<file path="src/rtl/mac_tx_frame_fifo_pkg.sv">
// Shared MAC TX parameters, lane-word payload type and pointer-width helper
// for the frame-aware TX FIFO.
package mac_tx_frame_fifo_pkg;

    localparam int unsigned MAC_N_CHANNELS   = 4;
    localparam int unsigned MAC_W_BYTE       = 8;
    localparam int unsigned MAC_W_DATA       = MAC_N_CHANNELS * MAC_W_BYTE;
    localparam int unsigned N_MAC_TX_FIFO    = 16;
    localparam int unsigned MAC_AFULL_THRESH = 12;

    typedef struct packed {
        logic                      last;
        logic [MAC_N_CHANNELS-1:0] ctrl;
        logic [MAC_W_DATA-1:0]     data;
    } mac_lane_word_t;

    // Pointer width carries one extra wrap bit above the address bits.
    function automatic int unsigned ptr_width(input int unsigned depth);
        return $clog2(depth) + 1;
    endfunction

endpackage

</file>
<file path="src/rtl/mac_tx_frame_fifo_if.sv">
// Write/read/status bundle between the MAC TX framer, the frame FIFO and the PCS encoder.
interface mac_tx_frame_fifo_if
    import mac_tx_frame_fifo_pkg::*;
#(
    parameter int unsigned N_CHANNELS = MAC_N_CHANNELS,
    parameter int unsigned W_BYTE     = MAC_W_BYTE,
    parameter int unsigned DEPTH      = N_MAC_TX_FIFO
);
    localparam int unsigned PW = ptr_width(DEPTH);

    logic                         i_wen;
    logic                         i_wlast;
    logic                         i_wabort;
    logic [N_CHANNELS-1:0]        i_wctrl;
    logic [N_CHANNELS*W_BYTE-1:0] i_wdata;
    logic                         i_ren;
    logic [N_CHANNELS-1:0]        o_rctrl;
    logic [N_CHANNELS*W_BYTE-1:0] o_rdata;
    logic                         o_rlast;
    logic                         o_empty;
    logic                         o_full;
    logic                         o_afull;
    logic [PW-1:0]                o_level;
    logic                         o_overflow;
    logic                         o_underflow;

    modport master (
        output i_wen, i_wlast, i_wabort, i_wctrl, i_wdata, i_ren,
        input  o_rctrl, o_rdata, o_rlast, o_empty, o_full, o_afull,
               o_level, o_overflow, o_underflow
    );

    modport slave (
        input  i_wen, i_wlast, i_wabort, i_wctrl, i_wdata, i_ren,
        output o_rctrl, o_rdata, o_rlast, o_empty, o_full, o_afull,
               o_level, o_overflow, o_underflow
    );

endinterface

</file>
<file path="src/rtl/mac_fifo_ram.sv">
// 1W/1R register array: enable-gated synchronous write, asynchronous read, no reset.
module mac_fifo_ram #(
    parameter int unsigned DEPTH = 16,
    parameter int unsigned WIDTH = 37
) (
    input  logic                     clk,
    input  logic                     clk_en,
    input  logic                     we,
    input  logic [$clog2(DEPTH)-1:0] waddr,
    input  logic [WIDTH-1:0]         wdata,
    input  logic [$clog2(DEPTH)-1:0] raddr,
    output logic [WIDTH-1:0]         rdata
);

    logic [WIDTH-1:0] mem [DEPTH];

    always_ff @(posedge clk) begin
        if (clk_en && we) begin
            mem[waddr] <= wdata;
        end
    end

    assign rdata = mem[raddr];

endmodule

</file>
<file path="src/rtl/mac_tx_frame_fifo.sv">
// Frame-aware TX FIFO: writes stay speculative until frame end, reads see committed
// frames only; abort rollback, overflow poison/drop, and underflow reporting.
module mac_tx_frame_fifo
    import mac_tx_frame_fifo_pkg::*;
#(
    parameter int unsigned N_CHANNELS   = MAC_N_CHANNELS,
    parameter int unsigned W_BYTE       = MAC_W_BYTE,
    parameter int unsigned DEPTH        = N_MAC_TX_FIFO,
    parameter int unsigned AFULL_THRESH = MAC_AFULL_THRESH
) (
    input  logic                i_clk,
    input  logic                i_reset_n,
    input  logic                i_clk_en,
    input  logic                i_clr,
    mac_tx_frame_fifo_if.slave  bus
);

    localparam int unsigned W_DATA = N_CHANNELS * W_BYTE;
    localparam int unsigned W_WORD = 1 + N_CHANNELS + W_DATA;
    localparam int unsigned AW     = $clog2(DEPTH);
    localparam int unsigned PW     = ptr_width(DEPTH);

    typedef logic [PW-1:0] ptr_t;

    typedef struct packed {
        logic                  last;
        logic [N_CHANNELS-1:0] ctrl;
        logic [W_DATA-1:0]     data;
    } lane_word_t;

    ptr_t       rptr_q, rptr_d;
    ptr_t       wspec_q, wspec_d;
    ptr_t       wcom_q, wcom_d;
    logic       poison_q, poison_d;
    logic       ovf_q, ovf_d;
    logic       unf_q, unf_d;
    logic       ram_we;
    ptr_t       occ;
    logic       full;
    logic       empty;
    lane_word_t wword;
    lane_word_t rword;

    // Status derived only from registered pointers
    assign occ   = wspec_q - rptr_q;
    assign full  = (occ == PW'(DEPTH));
    assign empty = (wcom_q == rptr_q);

    assign wword.last = bus.i_wlast;
    assign wword.ctrl = bus.i_wctrl;
    assign wword.data = bus.i_wdata;

    mac_fifo_ram #(
        .DEPTH (DEPTH),
        .WIDTH (W_WORD)
    ) u_ram (
        .clk    (i_clk),
        .clk_en (i_clk_en),
        .we     (ram_we),
        .waddr  (wspec_q[AW-1:0]),
        .wdata  (wword),
        .raddr  (rptr_q[AW-1:0]),
        .rdata  (rword)
    );

    // Next-state: clear beats abort beats write; read side independent except on clear
    always_comb begin
        rptr_d   = rptr_q;
        wspec_d  = wspec_q;
        wcom_d   = wcom_q;
        poison_d = poison_q;
        ovf_d    = 1'b0;
        unf_d    = 1'b0;
        ram_we   = 1'b0;

        if (i_clr) begin
            rptr_d   = '0;
            wspec_d  = '0;
            wcom_d   = '0;
            poison_d = 1'b0;
        end else begin
            if (bus.i_ren) begin
                if (empty) begin
                    unf_d = 1'b1;
                end else begin
                    rptr_d = rptr_q + PW'(1);
                end
            end

            if (bus.i_wabort) begin
                wspec_d  = wcom_q;
                poison_d = 1'b0;
            end else if (bus.i_wen) begin
                if (!full) begin
                    ram_we  = 1'b1;
                    wspec_d = wspec_q + PW'(1);
                    if (bus.i_wlast) begin
                        if (poison_q) begin
                            wspec_d  = wcom_q;
                            poison_d = 1'b0;
                        end else begin
                            wcom_d = wspec_q + PW'(1);
                        end
                    end
                end else begin
                    // Dropped word taints the frame; its last word discards it whole
                    ovf_d = 1'b1;
                    if (bus.i_wlast) begin
                        wspec_d  = wcom_q;
                        poison_d = 1'b0;
                    end else begin
                        poison_d = 1'b1;
                    end
                end
            end
        end
    end

    always_ff @(posedge i_clk or negedge i_reset_n) begin
        if (!i_reset_n) begin
            rptr_q   <= '0;
            wspec_q  <= '0;
            wcom_q   <= '0;
            poison_q <= 1'b0;
            ovf_q    <= 1'b0;
            unf_q    <= 1'b0;
        end else if (i_clk_en) begin
            rptr_q   <= rptr_d;
            wspec_q  <= wspec_d;
            wcom_q   <= wcom_d;
            poison_q <= poison_d;
            ovf_q    <= ovf_d;
            unf_q    <= unf_d;
        end
    end

    assign bus.o_rlast     = rword.last;
    assign bus.o_rctrl     = rword.ctrl;
    assign bus.o_rdata     = rword.data;
    assign bus.o_empty     = empty;
    assign bus.o_full      = full;
    assign bus.o_afull     = (occ >= PW'(AFULL_THRESH));
    assign bus.o_level     = wcom_q - rptr_q;
    assign bus.o_overflow  = ovf_q;
    assign bus.o_underflow = unf_q;

endmodule

</file>
<file path="src/flat_wrapper.sv">
// flat-port wrapper written by rule: the top's interface ports become plain ports
module mac_tx_frame_fifo_flat import mac_tx_frame_fifo_pkg::*;
#(
    parameter int unsigned N_CHANNELS   = MAC_N_CHANNELS,
    parameter int unsigned W_BYTE       = MAC_W_BYTE,
    parameter int unsigned DEPTH        = N_MAC_TX_FIFO,
    parameter int unsigned AFULL_THRESH = MAC_AFULL_THRESH
)
  (i_clk, i_reset_n, i_clk_en, i_clr, bus_i_wen, bus_i_wlast, bus_i_wabort, bus_i_wctrl, bus_i_wdata, bus_i_ren, bus_o_rctrl, bus_o_rdata, bus_o_rlast, bus_o_empty, bus_o_full, bus_o_afull, bus_o_level, bus_o_overflow, bus_o_underflow);
  mac_tx_frame_fifo_if #(.N_CHANNELS(N_CHANNELS), .W_BYTE(W_BYTE), .DEPTH(DEPTH)) bus_i ();
  input  logic i_clk;
  input  logic i_reset_n;
  input  logic i_clk_en;
  input  logic i_clr;
  input wire logic [$bits(bus_i.i_wen)-1:0] bus_i_wen;
  input wire logic [$bits(bus_i.i_wlast)-1:0] bus_i_wlast;
  input wire logic [$bits(bus_i.i_wabort)-1:0] bus_i_wabort;
  input wire logic [$bits(bus_i.i_wctrl)-1:0] bus_i_wctrl;
  input wire logic [$bits(bus_i.i_wdata)-1:0] bus_i_wdata;
  input wire logic [$bits(bus_i.i_ren)-1:0] bus_i_ren;
  output wire logic [$bits(bus_i.o_rctrl)-1:0] bus_o_rctrl;
  output wire logic [$bits(bus_i.o_rdata)-1:0] bus_o_rdata;
  output wire logic [$bits(bus_i.o_rlast)-1:0] bus_o_rlast;
  output wire logic [$bits(bus_i.o_empty)-1:0] bus_o_empty;
  output wire logic [$bits(bus_i.o_full)-1:0] bus_o_full;
  output wire logic [$bits(bus_i.o_afull)-1:0] bus_o_afull;
  output wire logic [$bits(bus_i.o_level)-1:0] bus_o_level;
  output wire logic [$bits(bus_i.o_overflow)-1:0] bus_o_overflow;
  output wire logic [$bits(bus_i.o_underflow)-1:0] bus_o_underflow;
  assign bus_i.i_wen = bus_i_wen;
  assign bus_i.i_wlast = bus_i_wlast;
  assign bus_i.i_wabort = bus_i_wabort;
  assign bus_i.i_wctrl = bus_i_wctrl;
  assign bus_i.i_wdata = bus_i_wdata;
  assign bus_i.i_ren = bus_i_ren;
  assign bus_o_rctrl = bus_i.o_rctrl;
  assign bus_o_rdata = bus_i.o_rdata;
  assign bus_o_rlast = bus_i.o_rlast;
  assign bus_o_empty = bus_i.o_empty;
  assign bus_o_full = bus_i.o_full;
  assign bus_o_afull = bus_i.o_afull;
  assign bus_o_level = bus_i.o_level;
  assign bus_o_overflow = bus_i.o_overflow;
  assign bus_o_underflow = bus_i.o_underflow;
  mac_tx_frame_fifo #(.N_CHANNELS(N_CHANNELS), .W_BYTE(W_BYTE), .DEPTH(DEPTH), .AFULL_THRESH(AFULL_THRESH)) u_core (.i_clk(i_clk), .i_reset_n(i_reset_n), .i_clk_en(i_clk_en), .i_clr(i_clr), .bus(bus_i));
endmodule
</file>
<file path="config.mk">
export PLATFORM = sky130hd
export DESIGN_NAME = mac_tx_frame_fifo_flat
export DESIGN_NICKNAME = d
export VERILOG_FILES = /design/src/rtl/mac_tx_frame_fifo_pkg.sv /design/src/rtl/mac_tx_frame_fifo_if.sv /design/src/rtl/mac_fifo_ram.sv /design/src/rtl/mac_tx_frame_fifo.sv /design/src/flat_wrapper.sv
export SDC_FILE = /design/constraint.sdc
export NUM_CORES = 1
export LEC_CHECK = 0
export BUFFER_PORTS_ARGS = -buffer_cell sky130_fd_sc_hd__buf_2
export CAP_MARGIN = 20
export CORE_MARGIN = 4
export CORE_UTILIZATION = 57
export CTS_CLUSTER_DIAMETER = 200
export DETAILED_ROUTE_END_ITERATION = 7
export GPL_TIMING_DRIVEN = 0
export PLACE_DENSITY = 0.74
export RECOVER_POWER = 50
export SYNTH_ARGS = -nofsm -noshare
export SYNTH_HDL_FRONTEND = slang
export SYNTH_SLANG_ARGS = --single-unit
</file>
<file path="constraint.sdc">
create_clock -name i_clk -period 6.6 [get_ports i_clk]
set_input_delay 0 -clock i_clk [delete_from_list [all_inputs] [get_ports i_clk]]
set_output_delay 0 -clock i_clk [all_outputs]
set_load 0.05 [all_outputs]
</file>
==> results of run 1 <==
==> layout make-up <==
class                   count  area [sq um]
fillers                  2491         13200
well taps                 532           666
flip-flops and latches    610         18200
clock buffers              72          1570
repair buffers            178          1500
inverters                  20          75.1
plain buffers              47           180
clock inverters            38           325
multi-input cells         329          5320
==> critical path, cell delays in order (launching register included) <==
cell	delay [ns]
dfrtp_1	0.41
clkbuf_1	0.38
clkbuf_1	0.52
clkbuf_1	0.67
inv_1	0.29
ha_1	0.38
nor2b_1	0.15
o211ai_1	0.19
nand3_1	0.30
nand3_2	0.32
nand3_1	0.37
nor3_2	0.68
buf_6	0.25
buf_6	0.18
buf_6	0.16
buf_6	0.16
==> layout by cell type (no fill, tap or decap), drive strengths merged, types with 2 or more instances in the layout <==
cell,synthesis,routed
a31oi,4,4
clkinv,0,31
or3,2,2
nor2b,3,3
ha,13,13
inv,20,20
edfxtp,592,592
mux2,3,3
o211ai,3,3
clkbuf,28,158
mux4,185,185
nor2,19,19
xnor2,8,8
xor2,4,4
buf,19,92
a311oi,2,2
nand2b,4,4
nor3,8,8
dlygate4sd3,0,47
a21o,5,5
nand2,12,12
a21oi,6,6
o2bb2ai,13,13
nand3,11,11
bufinv,0,6
o21ai,7,7
mux2i,2,2
dfrtp,18,18
nand4,2,2
==> what timing repair did <==
action,4_1_cts,5_1_grt
gates resized for setup,0,0
endpoints found under the hold margin,628,0
setup buffers,0,0
hold buffers,47,0
==> cells by family (layout without fill, tap and decap cells) <==
group | after synthesis | in the layout | share of synthesized area [%]
flops | 610 | 610 | 76.9
mux | 190 | 190 | 17.8
buf+inv | 67 | 355 | 1.11
simple gates | 66 | 66 | 1.40
compound gates | 47 | 47 | 1.57
fa+ha+maj | 14 | 14 | 0.771
xor+xnor | 12 | 12 | 0.443
==> report_power, final <==
| part | internal (mW) | total (mW) | switching (mW) | leakage (nW) |
|---|---|---|---|---|
| registers | 4.28 | 4.31 | 0.0294 | 5.57 |
| logic | 1.13 | 2.93 | 1.80 | 2.26 |
| clock network | 1.91 | 3.29 | 1.38 | 0.931 |
| total | 7.32 | 10.5 | 3.21 | 8.76 |
==> sequential cells by signal (all words and copies together) (netlist names) <==
signal                  count
u_core.bus.o_overflow       1
u_core.poison_q             1
u_core.rptr_q               5
u_core.bus.o_underflow      1
u_core.wcom_q               5
u_core.u_ram.mem          592
u_core.wspec_q              5
==> final timing paths <==
| check | start | endpoint | slack, ns |
|---|---|---|---|
| max reg2reg | u_core.rptr_q[1] | u_core.u_ram.mem[0][16] | 0.86 |
| min | i_clk_en | u_core.rptr_q[1] | 0.41 |
| min in group asynchronous | i_reset_n | u_core.bus.o_overflow | 0.55 |
| max | u_core.rptr_q[1] | u_core.u_ram.mem[0][16] | 0.86 |
| max in group asynchronous | i_reset_n | u_core.rptr_q[2] | 5.54 |
| min reg2reg | u_core.bus.o_overflow | u_core.bus.o_overflow | 0.50 |
==> through the flow <==
| stage | worst slack, ns | TNS [ns] | power, mW |
|---|---|---|---|
| 2_1_floorplan | 0.905 | 0 | 6.53 |
| 5_1_grt | 0.552 | 0 | 10.9 |
| 6_report | 0.859 | 0 | 10.5 |
| 3_3_place_gp | -3.21 | -979.08 | 7.24 |
| 4_1_cts | 0.875 | 0 | 10.6 |
| 3_5_place_dp | 0.906 | 0 | 7.28 |
==> metal layers <==
layer  GRT usage [%]  vias to the layer above  wire length [um]
met4            6.95                        0              1500
met1            35.7                     6165             20900
met3            4.85                      115              4880
met2            39.3                      710             26800
li1                -                     4794                 -
met5               0                        -                 0
==> metrics.txt, run 1 <==
critical path arrival=about 6.1 ns; Chip Width=between 200 and 250 um; design area=~28000 sq um; Yosys cell types=47; leak pwr=a little under 9 nW; vias=11800; hold path depth=3; CTS clk-pin slew, worst paths=roughly 0.060 ns; Final GP Congestion=slightly above 0.8; Top FF cell, synth=edfxtp_1; drt drc=0; DP Area=between 20000 and 30000 sq um; DR iter-0 viols=between 1500 and 2000; post-synthesis sequential area ratio=76.9%; Final period util=a little under 90%; endpoints failing setup=0; global-route wire length before repair=79.9 mm; CTS Buf Count=58; PwrDens=378 nW/um^2; Slew @ Worst Pin=about 1.2 ns; count of synthesis-stage warnings from yosys=0; H-tree depth=2; area leader, netlist=edfxtp_1; Die H=212 um; Setup crit start kind=register; CP Capture Type=register; Mapped Avg Cell Area=~24 sq um; worst endpoint required time=6.90 ns; Max Slew Vio Count=0; Sink Count=610; critical path class=reg2reg; fin cells=around 1800; max_slew headroom=between 10% and 20%; Inst Count DP=~1700; Final Hold Viols=0; Final min period=around 5.7 ns; Initial Util=roughly 58%; io pins=91; Pre-antenna DRT Iters=8; unrepaired setup endpoints after global routing=no; WHS=0.414 ns; DR WL/cell=roughly 30 um; Skew-Pair Late Insertion Delay=roughly 0.60 ns; count of state elements after synthesis=just over 600; Overall Global Routing Usage=about a quarter; CTS Root Cell=clkbuf_16; TritonCTS clock tree=yes; clk buf depth=3; top post-synthesis cells by count=edfxtp_1, mux4_2, clkbuf_1; synthesized cell area=roughly 24000 sq um; Final Skew=between 0.015 and 0.02 ns; largest net degree at the start of global routing=23; grt ovf=0; Core ar.=~40000 sq um; status=finished clean; Via density=6.45; Post-Syn Instances=a little over 1000; die footprint=between 40000 and 50000 sq um; fmax=roughly 170 MHz; CP Max Fanout=10; top-count cell post-synth=edfxtp_1; worst hold-check path type=in2reg; number of global-route vias before repair=around 12000; Area contributors post-synth=edfxtp_1, mux4_2, dfrtp_1, ha_1, o2bb2ai_1; Yosys top cell area share=between 70% and 80%; peak supply drop=between 0.2 and 0.3 mV; DRT antenna net count=0; share of cells above drive strength 1=about 29%; Mapped Nets=between 1000 and 1500; HPWL after detailed placement=roughly 32 mm; row count=74; Layout Utilization=67.9%; area grow syn2layout=17.6%; Post-synth EDFFs=around 590; routed wire length=54.1 mm; nets=approximately 1300; ant diodes=0; antenna violations before repair=0; max_cap viols=0; worst reg-to-reg path cell count=15; async set-or-reset flop fraction in the synthesized netlist=around 3.0%; IO buf count=89
No activity file was read; power rests on OpenSTA's default activity.
==> inputs of run 2 (changes only) <==
- clock period: 6.6 -> 5.9 ns (I/O delays scaled with it)
==> run 2 against run 1 <==
- clock skew up 0.0048 ns
- fmax up 5.0%
- count of clock-buffer cells in the layout unchanged
- combinational power up 12%
- sequential cell count unchanged
- clock power up 12%
- sequential power up 12%
- critical endpoint unchanged
- largest power group unchanged
==> metrics.txt, run 2 (synthesis results as in run 1) <==
most frequent cells in the layout=edfxtp_1, mux4_2, clkbuf_1, clkbuf_16, dlygate4sd3_1; total power=11.8 mW (+12%); Sink Count=610 (unchanged); Final Skew=0.0238 ns (+0.00475 ns); design area=27900 sq um (about the same); area grow syn2layout=17.6% (about the same); antenna violations before repair=0 (unchanged); IO buf count=89 (unchanged); Skew-Pair Late Insertion Delay=0.61 ns (about the same); CTS Root Cell=clkbuf_16; leak pwr=8.77 nW (+0.16%); ant diodes=0 (unchanged); TritonCTS clock tree=yes; DP Area=25500 sq um (unchanged); DR iter-0 viols=1599 (-2.0%); worst endpoint required time=6.20 ns (-0.70 ns); max_slew headroom=17.7% (-0.77 points); peak supply drop=0.288 mV (+12%); Pre-antenna DRT Iters=8 (unchanged); most common cell after layout, fill and taps aside=edfxtp_1; fmax=183 MHz (+5.0%); filler cell count=2484 (-0.28%); H-tree depth=2 (unchanged); grt ovf=0 (unchanged); number of global-route vias before repair=12000 (unchanged); Place WS=0.206 ns (-0.700 ns); die footprint=44900 sq um (unchanged); max FFs per register=592 (unchanged); max_cap viols=0 (unchanged); Slew @ Worst Pin=1.24 ns (+0.0116 ns); CP Buf/Inv Count=8 (unchanged); CP dominant cell by count=buf_6; nets=1302 (unchanged); CTS clk-pin slew, worst paths=0.06 ns (about the same); Setup crit start kind=register; Die H=212 um (unchanged); row count=74 (unchanged); Inst Count DP=1663 (unchanged); worst hold-check path type=in2reg; DRT antenna net count=0 (unchanged); Reg with most FFs=u_core.u_ram.mem; Initial Util=57.8% (unchanged); Final min period=5.47 ns (-0.274 ns); vias=11800 (+0.29%); HPWL after detailed placement=31.7 mm (unchanged); global-route wire length before repair=79.9 mm (unchanged); io pins=91 (unchanged); PwrDens=423 nW/um^2 (+12%); crit path cell chain=inv_1, clkbuf_1, clkbuf_1, buf_8, ha_1, and3b_1, o21ai_0, a211oi_4, nand3_2, nand3_1, nor3_2, buf_6, buf_6, buf_6, buf_6; CP Capture Type=register; clk buf depth=3 (unchanged); unrepaired setup endpoints after global routing=no; critical path class=reg2reg; Worst path max stage delay=0.75 ns (+0.07 ns); Chip Width=212 um (unchanged); critical path arrival=5.77 ns (-0.28 ns); WHS=0.411 ns (-0.00331 ns); fin cells=1826 (unchanged); Slowest cell on crit path=clkbuf_1; CP top delay family=buffers and inverters; status=finished clean; CTS Buf Count=58 (unchanged); Via density=6.47 (+0.29%); share of cells above drive strength 1=29.4% (+0.39 points); Final period util=92.7% (+5.7 points); Core ar.=41000 sq um (unchanged); drt drc=0 (unchanged); Overall Global Routing Usage=24.6% (unchanged); Max Slew Vio Count=0 (unchanged); DR WL/cell=29.6 um (about the same); Post-CTS Setup Bufs=0 (unchanged); routed wire length=54.1 mm (about the same); Final WS setup=0.433 ns (-0.426 ns); Final Hold Viols=0 (unchanged); largest net degree at the start of global routing=23 (unchanged); endpoints failing setup=0 (unchanged); CP Max Fanout=10 (unchanged); Final GP Congestion=0.815 (unchanged)
## run 2: cell types whose count changed in the layout (fill, tap and decap cells not counted), sizes merged
cell / change
buf: +4
clkbuf: -4
## run 2: metal layers
layer	track usage [%]	share of wire (%)	up-vias
met5	0	0	-
met4	6.95	2.5	0
met3	4.85	8.8	105
met2	39.3	50	700
met1	35.7	39	6219
li1	-	-	4794
## run 2: per-stage QoR
stage	util [%]	TNS, ns
after CTS	67.9	0
final	67.9	0
after detailed placement	62.1	0
after global placement	60.5	-1393.47
after global routing	67.9	0
after floorplan	-	0
## run 2: power by group
group          switching (mW)  internal, mW  leakage (nW)  total, mW
sequential             0.0332          4.79          5.57       4.82
combinational            2.01          1.27          2.28       3.29
clock                    1.54          2.14         0.931       3.68
total                    3.59          8.20          8.77       11.8
## run 2: final timing paths
| check | from | endpoint | slack, ns | cells past startpoint |
|---|---|---|---|---|
| setup / recovery | u_core.rptr_q[2] | u_core.u_ram.mem[0][16] | 0.43 | 15 |
| min in group asynchronous | i_reset_n | u_core.bus.o_overflow | 0.55 | 3 |
| hold reg to reg | u_core.bus.o_overflow | u_core.bus.o_overflow | 0.49 | 1 |
| max in group asynchronous | i_reset_n | u_core.rptr_q[2] | 4.84 | 3 |
| setup reg to reg | u_core.rptr_q[2] | u_core.u_ram.mem[0][16] | 0.43 | 15 |
| hold / removal | i_clk_en | u_core.rptr_q[1] | 0.41 | 3 |
## run 2: worst min-delay path: cells and delay by family
family,cells,cell delay [ns]
AOI/OAI and AO/OA,1,0.20
buffers and inverters,2,0.77
## run 2: what timing repair did
| action | in CTS | in global routing |
|---|---|---|
| endpoints found under the hold margin | 628 | 0 |
| gates resized for setup | 0 | 2 |
| endpoints found under the setup margin | 0 | 8 |
| hold buffers | 47 | 0 |
## run 2: cell type report
type / instances / area, sq um / area share, %
Tap cell: 532 / 666 / 2.39
Clock inverter: 38 / 325 / 1.17
Clock buffer: 72 / 1570 / 5.63
Sequential cell: 610 / 18200 / 65.4
Inverter: 20 / 75.1 / 0.269
Multi-Input combinational cell: 329 / 5320 / 19.1
Timing Repair Buffer: 178 / 1510 / 5.40
Buffer: 47 / 181 / 0.651
